## config.mk

```make
export PLATFORM = sky130hd
export DESIGN_NAME = gray_rgb_packer
export DESIGN_NICKNAME = d
export VERILOG_FILES = /design/src/rtl/sobel_pkg.sv /design/src/rtl/gray_word_mux.sv /design/src/rtl/gray_rgb_packer.sv
export SDC_FILE = /design/constraint.sdc
export NUM_CORES = 1
export LEC_CHECK = 0
export ABC_CLOCK_PERIOD_IN_PS = 1500
export BUFFER_PORTS_ARGS = -buffer_cell sky130_fd_sc_hd__buf_2
export CAP_MARGIN = 20
export CORE_MARGIN = 1
export CORE_UTILIZATION = 45
export DETAILED_ROUTE_END_ITERATION = 8
export GPL_TIMING_DRIVEN = 0
export PLACE_DENSITY = 0.76
export RECOVER_POWER = 25
export SLEW_MARGIN = 20
export SYNTH_ARGS = -nofsm -noshare
export SYNTH_HDL_FRONTEND = slang
export SYNTH_SLANG_ARGS = --single-unit
```

## constraint.sdc

```tcl
create_clock -name clk -period 1.5 [get_ports clk]
set_clock_uncertainty 0.1 [all_clocks]
set_input_delay 0.225 -clock clk [delete_from_list [all_inputs] [get_ports clk]]
set_output_delay 0.225 -clock clk [all_outputs]
set_load 0.02 [all_outputs]
```

## src/rtl/sobel_pkg.sv

```systemverilog
// Shared types and constants for the Sobel datapath output packer.
package sobel_pkg;

  localparam int PIX_W           = 8;
  localparam int WORD_W          = 32;
  localparam int PIX_PER_GROUP   = 4;
  localparam int WORDS_PER_GROUP = 3;

  typedef enum logic [2:0] {
    IDLE  = 3'd0,
    WORD0 = 3'd1,
    WORD1 = 3'd2,
    WORD2 = 3'd3,
    DONE  = 3'd4
  } pack_state_t;

endpackage

```

## src/rtl/gray_word_mux.sv

```systemverilog
// Combinational word selector: builds the little-endian RGB word for the
// current WORD state from the four captured gray pixels ([3] streams first).
module gray_word_mux
  import sobel_pkg::*;
(
  input  pack_state_t                              state_i,
  input  logic [PIX_PER_GROUP-1:0][PIX_W-1:0]      pix_i,
  output logic [WORD_W-1:0]                        word_o
);

  // Byte stream p3,p3,p3,p2,p2,p2,p1,p1,p1,p0,p0,p0 cut into three words;
  // outside the WORD states the bus is driven to zero.
  always_comb begin
    word_o = '0;
    case (state_i)
      WORD0:   word_o = {pix_i[2], pix_i[3], pix_i[3], pix_i[3]};
      WORD1:   word_o = {pix_i[1], pix_i[1], pix_i[2], pix_i[2]};
      WORD2:   word_o = {pix_i[0], pix_i[0], pix_i[0], pix_i[1]};
      default: word_o = '0;
    endcase
  end

endmodule

```

## src/rtl/gray_rgb_packer.sv

```systemverilog
// Gray-to-RGB packer: captures four gray pixels on gray_done and streams
// them as three 32-bit R=G=B words over valid/ready.
// Optional build macro GRAY_PACK_THRESH_EN binarizes pixels at capture
// (>= THRESHOLD -> 8'hFF, else 8'h00).
module gray_rgb_packer
  import sobel_pkg::*;
#(
  parameter logic [PIX_W-1:0] THRESHOLD = 8'd128
) (
  input  logic                                 clk,
  input  logic                                 n_rst,
  input  logic [PIX_PER_GROUP-1:0][PIX_W-1:0]  gray_pixel,
  input  logic                                 gray_done,
  output logic                                 pack_ready,
  output logic [WORD_W-1:0]                    out_word,
  output logic                                 out_valid,
  input  logic                                 out_ready,
  output logic                                 pack_done,
  output logic                                 overrun
);

`ifdef GRAY_PACK_THRESH_EN
  localparam bit THRESH_EN = 1'b1;
`else
  localparam bit THRESH_EN = 1'b0;
`endif

  pack_state_t                             state_q, state_d;
  logic [PIX_PER_GROUP-1:0][PIX_W-1:0]     pix_q, pix_d;
  logic                                    overrun_q, overrun_d;
  logic                                    capture;

  assign capture = (state_q == IDLE) && gray_done;

  // Next state: capture in IDLE, advance a word per accepted handshake.
  always_comb begin
    state_d = state_q;
    case (state_q)
      IDLE:    if (gray_done) state_d = WORD0;
      WORD0:   if (out_ready) state_d = WORD1;
      WORD1:   if (out_ready) state_d = WORD2;
      WORD2:   if (out_ready) state_d = DONE;
      DONE:    state_d = IDLE;
      default: state_d = IDLE;
    endcase
  end

  // Capture data, optionally binarized; held unchanged outside a capture.
  always_comb begin
    pix_d = pix_q;
    if (capture) begin
      for (int i = 0; i < PIX_PER_GROUP; i++) begin
        if (THRESH_EN)
          pix_d[i] = (gray_pixel[i] >= THRESHOLD) ? 8'hFF : 8'h00;
        else
          pix_d[i] = gray_pixel[i];
      end
    end
  end

  // Sticky overrun: a group pulse while busy is dropped and flagged.
  always_comb begin
    overrun_d = overrun_q | (gray_done && (state_q != IDLE));
  end

  // State, pixel and overrun registers.
  always_ff @(posedge clk or negedge n_rst) begin
    if (!n_rst) begin
      state_q   <= IDLE;
      pix_q     <= '0;
      overrun_q <= 1'b0;
    end else begin
      state_q   <= state_d;
      pix_q     <= pix_d;
      overrun_q <= overrun_d;
    end
  end

  gray_word_mux u_mux (
    .state_i (state_q),
    .pix_i   (pix_q),
    .word_o  (out_word)
  );

  // All outputs decode registered state only.
  assign out_valid  = (state_q == WORD0) || (state_q == WORD1) || (state_q == WORD2);
  assign pack_ready = (state_q == IDLE);
  assign pack_done  = (state_q == DONE);
  assign overrun    = overrun_q;

endmodule

```

======== Word level (Yosys, flattened, before mapping) ========
Index checks and enable logic that the tools add are counted.
cells by class
  equality and inequality tests ........... 8
  mux-type cells .......................... 6
  bitwise gates (word level) .............. 1
  reduce and logical (&&, ||, !) cells .... 7
operator list
  kind                                                 number
  one-hot mux 32 bit (3 select lines)                  1
  2-to-1 mux 3 bit                                     4
  one-hot mux 3 bit (4 select lines)                   1
  != test 2 bit, second input constant                 4
  equality test 3 x 2 -> 1 bit, second input constant  2
  AND reduction 4 bit                                  1
  equality test 3 x 1 -> 1 bit, second input constant  1
  equality test 3 bit, second input constant           1
  logical NOT 3 bit                                    1
  nonzero test 3 bit                                   1
  logical AND 1 bit                                    2
  logical OR 1 bit                                     2
  OR 1 bit                                             1
word-level totals
  bits in registers ....................... 36
  bits of input ports ..................... 36
  output and inout port bits .............. 36
  logic and storage cells ................. 28

======== Logic depth before layout (Yosys ltp) ========
  depth after elaboration ................. 3
  mapped depth ............................ 4
  depth with buffers taken out ............ 2

======== Modules after synthesis ========
A second synthesis with hierarchy kept.
unflattened totals
  cell total of the unflattened synthesis .. 183
  area total of the unflattened synthesis .. 2312.2 um^2
by module, submodules not included
  module           times used  cells an instance  area an instance (um^2)  seq. area each (um^2)
  gray_rgb_packer  1           86                 1530.2                   900.9
  gray_word_mux    1           97                 782.0                    0.0

======== Worst setup path after synthesis ========
Ideal clock, no wire load.
  kind .................................... flip-flop to flip-flop
  start point ............................. reg state_q[1]
  end point ............................... reg overrun_q, in the netlist overrun
  data arrival time ....................... 1.413 ns
  required time ........................... 1.253 ns
  path slack .............................. -0.159 ns
  cell stages (with the launch flop) ...... 5
  period minus slack after synthesis ...... 1.659 ns
  cells stage by stage .................... dfrtp_1 -> buf_2 -> buf_4 -> nor3_1 -> o21bai_1
between the ends
  word-level cells in the longest chain between the ends .. 3
ends and longest elaborated chain
  item                    RTL line               source
  start, declared         gray_rgb_packer.sv:28  pack_state_t state_q, state_d;
  start signal, assigned  gray_rgb_packer.sv:73  state_q <= state_d;
  nonzero test 3 bit      gray_rgb_packer.sv:63  overrun_d = overrun_q | (gray_done && (state_q != IDLE));
  logical AND 1 bit       gray_rgb_packer.sv:63
  OR 1 bit                gray_rgb_packer.sv:63
  via overrun_d           gray_rgb_packer.sv:30  logic overrun_q, overrun_d;
  end signal, assigned    gray_rgb_packer.sv:75  overrun_q <= overrun_d;
  end, declared           gray_rgb_packer.sv:30
The timed path passes the listed nets, and every way through them passes these cells.
A chain may end at the register's enable or synchronous reset.

======== Final worst setup path ========
  start point ............................. reg state_q[1]
  end point ............................... out out_word[30]
between the ends
  word-level cells in the longest chain between the ends .. 2
ends and longest elaborated chain
  item                                                                          RTL line               source
  equality test 3 x 2 -> 1 bit or equality test 3 x 1 -> 1 bit (tied branches)  gray_word_mux.sv:15    case (state_i)
  one-hot mux 32 bit (3 select lines) (*)                                       gray_word_mux.sv:15
  end, declared                                                                 gray_rgb_packer.sv:15  output logic [WORD_W-1:0] out_word,
Mark *: on every way between the ends. The rest lies on a longest branch, timed or not.

==> metrics list <==
- Across the VDD grid, the largest voltage drop is 0.00184 V.
- Overall track demand over capacity in global routing: 0.325
* Sum of internal, switching and leakage power: 10.6 mW
- For this run, the post-layout net count is 305.
- Signed area change from the synthesized netlist to the final layout: 78.3%
* Final Hold Vio Count: 0
- The tool flagged a number of max-cap violations equal to 0.
* R2r startpoint: state_q[0]$_DFFE_PN0P_
- STA classifies the critical path endpoint as an output pin.
- In this run the horizontal extent of the chip is 69.3 um.
- The congestion estimate from routability-driven global placement came to 0.773.
* DPL Wire Length: 3910 um
- The count of cells in the finished layout, fillers not included, comes to 322.
- Number of H-tree levels: 2
- Setup violations remaining at the end of the flow were counted as 68.
- For this run, the leading register cell type out of synthesis is sky130_fd_sc_hd__dfrtp_1.
- Fmax: 0.521 GHz
- Power density normalized to cell area: 2930 mW/mm^2
- After clock tree synthesis, the clock-pin slew on the worst setup and hold paths is 0.08 ns.
* Global-route wire length before repair: 12000 um
* Shortest period the worst path allows: 1.92 ns
- Final-report max-slew violation count: 0
- Tracing the worst setup path back leads to its startpoint at state_q[1]$_DFFE_PN0P_.
- The final layout contains routed wiring with a total length of 8030 um.
- By instance count, the leading cell after synthesis is sky130_fd_sc_hd__dfrtp_1.
- Min-Delay Path Class: input port to flop
* Run status: finished with violations
- In the synthesized netlist the async set-or-reset flop fraction comes to 1.00.
* Number of enable-type register cells in the synthesized netlist: 0
- Clock buffer depth: 2
- For this configuration, the core starts out at a cell density of 0.468.
* Initial antenna violation count: 0
- Data arrival time of the worst path: 1.59 ns
- After the first detailed-routing iteration, the DRC count stood at 163.
* Vias in the first global route: 2158
- Number of distinct standard cells referenced by the synthesized netlist: 22
* Leading post-synthesis cells by cell area: sky130_fd_sc_hd__dfrtp_1, sky130_fd_sc_hd__mux2_2, sky130_fd_sc_hd__mux2i_1
* Fill cell total of the finished layout: 207
- The number of antenna diodes in the final layout is 0.
* Required time worst endpoint: 1.17 ns
- Summed over all instances, the cell type with the most area after synthesis is sky130_fd_sc_hd__dfrtp_1.
* Core outline area: 0.00435 mm^2
* Cell at the root of the clock tree: sky130_fd_sc_hd__clkbuf_8
- After detailed routing, the number of remaining DRC violations is 0.
- Of the available clock period, the critical path in the final layout requires 1.28.
* Violations in the final reports: setup timing
- For this design the static power due to leakage is 1.61 nW.
- Most common library cells after synthesis: sky130_fd_sc_hd__dfrtp_1, sky130_fd_sc_hd__o22ai_1, sky130_fd_sc_hd__mux2_2, sky130_fd_sc_hd__mux2i_1, sky130_fd_sc_hd__nand3b_1
- Unrepaired setup endpoints after global routing: yes
- Origin of the worst min-delay path: gray_pixel[25]
* Seq/Total Area, Yosys: 0.443
* Quantity of I/O buffers inserted on ports: 71
* CP startpoint kind: flop
- Cell count after synthesis: 172
* Net count after synthesis: 208
- Worst setup margin: -0.418 ns
- After detailed routing, the average wire length per cell comes to 25.0 um.
- Synth Cell Area: 0.00204 mm^2
* Die Outline Area: 0.00480 mm^2
* Pin count of the biggest net entering global routing: 37
- Counting tap cells, the placed design contains a total of 295 instances.
- The clock reaches the later pin of the worst-skew pair after 0.29 ns.
* Max-slew headroom: 0.433
* Number of detailed-routing iterations run before antenna repair: 4
* Synthesized flop and latch total: 36
- Worst-case hold slack: 0.0608 ns
* Number of warnings issued by yosys: 0
- In the final layout, the share of cells above drive strength 1 is 0.741.
* Ports placed on the boundary: 72
* Via density: 6.35
- A synthesized cell averages 11.8 um^2.
- Of the post-synthesis cell area, the dominant cell type holds 0.443.
- TritonCTS built the clock tree.
- The die is 69.3 um tall.
- Buffers inserted during clock tree synthesis total 5.
* Category of the critical setup timing path: flop to output pin
- Number of standard-cell rows in the floorplan: 24
- Total global routing overflow: 0
* Number of vias after detailed routing: 2045
* Number of sinks handled by clock tree synthesis: 36
- In this run the worst path has a maximum fanout of 10.
- At the pin with the least slew margin, the transition time is 0.851 ns.
* Post-detailed-route count of antenna-violating nets: 0
[metrics by stage]
step / cell area [um^2] / setup TNS [ns] / util / setup slack [ns]
after floorplan: 2280 / -2.79 / - / -0.0987
after global placement: 2700 / -14.81 / 0.621 / -0.369
after detailed placement: 2700 / -15.80 / 0.621 / -0.363
after CTS: 3500 / -17.67 / 0.804 / -0.357
after global routing: 3630 / -24.44 / 0.834 / -0.473
final: 3630 / -20.98 / 0.834 / -0.418
[final timing paths]
path / cells after the start / slack [ns] / endpoint
max: 5 / -0.42 / out_word[30]
min: 2 / 0.06 / pix_q[25]$_DFFE_PN0P_
max reg2reg: 6 / -0.37 / pix_q[6]$_DFFE_PN0P_
min reg2reg: 1 / 0.39 / overrun$_DFF_PN0_
max in group asynchronous: 2 / 0.25 / state_q[0]$_DFFE_PN0P_
min in group asynchronous: 2 / 0.47 / pix_q[26]$_DFFE_PN0P_
[cell type report]
| type | instances | area [um^2] | area share |
|---|---|---|---|
| clock buffers | 8 | 90.1 | 0.0248 |
| plain buffers | 17 | 278 | 0.0765 |
| well taps | 52 | 65.1 | 0.0179 |
| flip-flops and latches | 36 | 903 | 0.249 |
| repair buffers | 90 | 764 | 0.211 |
| multi-input cells | 118 | 1530 | 0.420 |
| inverters | 1 | 3.75 | 0.00103 |
[layout by cell type (no fill, tap or decap), types with 2 or more instances in the layout]
cell type,n
sky130_fd_sc_hd__a21oi_1,2
sky130_fd_sc_hd__buf_12,8
sky130_fd_sc_hd__buf_2,39
sky130_fd_sc_hd__buf_4,16
sky130_fd_sc_hd__buf_6,31
sky130_fd_sc_hd__buf_8,2
sky130_fd_sc_hd__clkbuf_1,3
sky130_fd_sc_hd__clkbuf_16,4
sky130_fd_sc_hd__clkbuf_8,9
sky130_fd_sc_hd__dfrtp_1,34
sky130_fd_sc_hd__dfrtp_2,2
sky130_fd_sc_hd__mux2_4,32
sky130_fd_sc_hd__mux2i_1,8
sky130_fd_sc_hd__mux2i_2,6
sky130_fd_sc_hd__mux2i_4,10
sky130_fd_sc_hd__nand3b_1,17
sky130_fd_sc_hd__nor2_4,2
sky130_fd_sc_hd__o22ai_2,31
[power breakdown]
part           internal (mW)  switching [mW]
logic                   4.22            3.58
registers               1.46           0.659
clock network          0.375           0.355
total                   6.05            4.59
[repair_timing]
action | in CTS | in global routing
setup buffers | 15 | 1
setup endpoints to repair | 67 | 67
hold buffers | 1 | 0
gates resized for setup | 116 | 43
cloned | 4 | 0
endpoints found under the hold margin | 36 | 0
pin swaps | 5 | 3
[layer usage]
metal	routed length [um]	global-route usage	vias up
met5	0	0	-
met4	146	0.120	0
met3	548	0.0669	16
met2	4060	0.519	112
met1	3280	0.436	1063
li1	-	-	854
[flip-flops by register name, indices dropped and copies added, names as in the netlist]
signal,cells
overrun,1
state_q,3
pix_q,32
[cell families after synthesis]
| kind of cell | count (synthesis) | synth area share |
|---|---|---|
| multiplexers | 57 | 0.301 |
| AO/OA/AOI/OAI | 37 | 0.116 |
| flip-flops | 36 | 0.443 |
| AND/OR/NAND/NOR | 24 | 0.0916 |
| buffers and inverters | 18 | 0.0498 |
[critical path, stage by stage (launching register included)]
cell                      delay (ns)
sky130_fd_sc_hd__dfrtp_1        0.37
sky130_fd_sc_hd__buf_6          0.17
sky130_fd_sc_hd__buf_12         0.18
sky130_fd_sc_hd__mux2i_4        0.28
sky130_fd_sc_hd__o22ai_2        0.14
sky130_fd_sc_hd__buf_6          0.16
(Power assumes the default switching activity.)
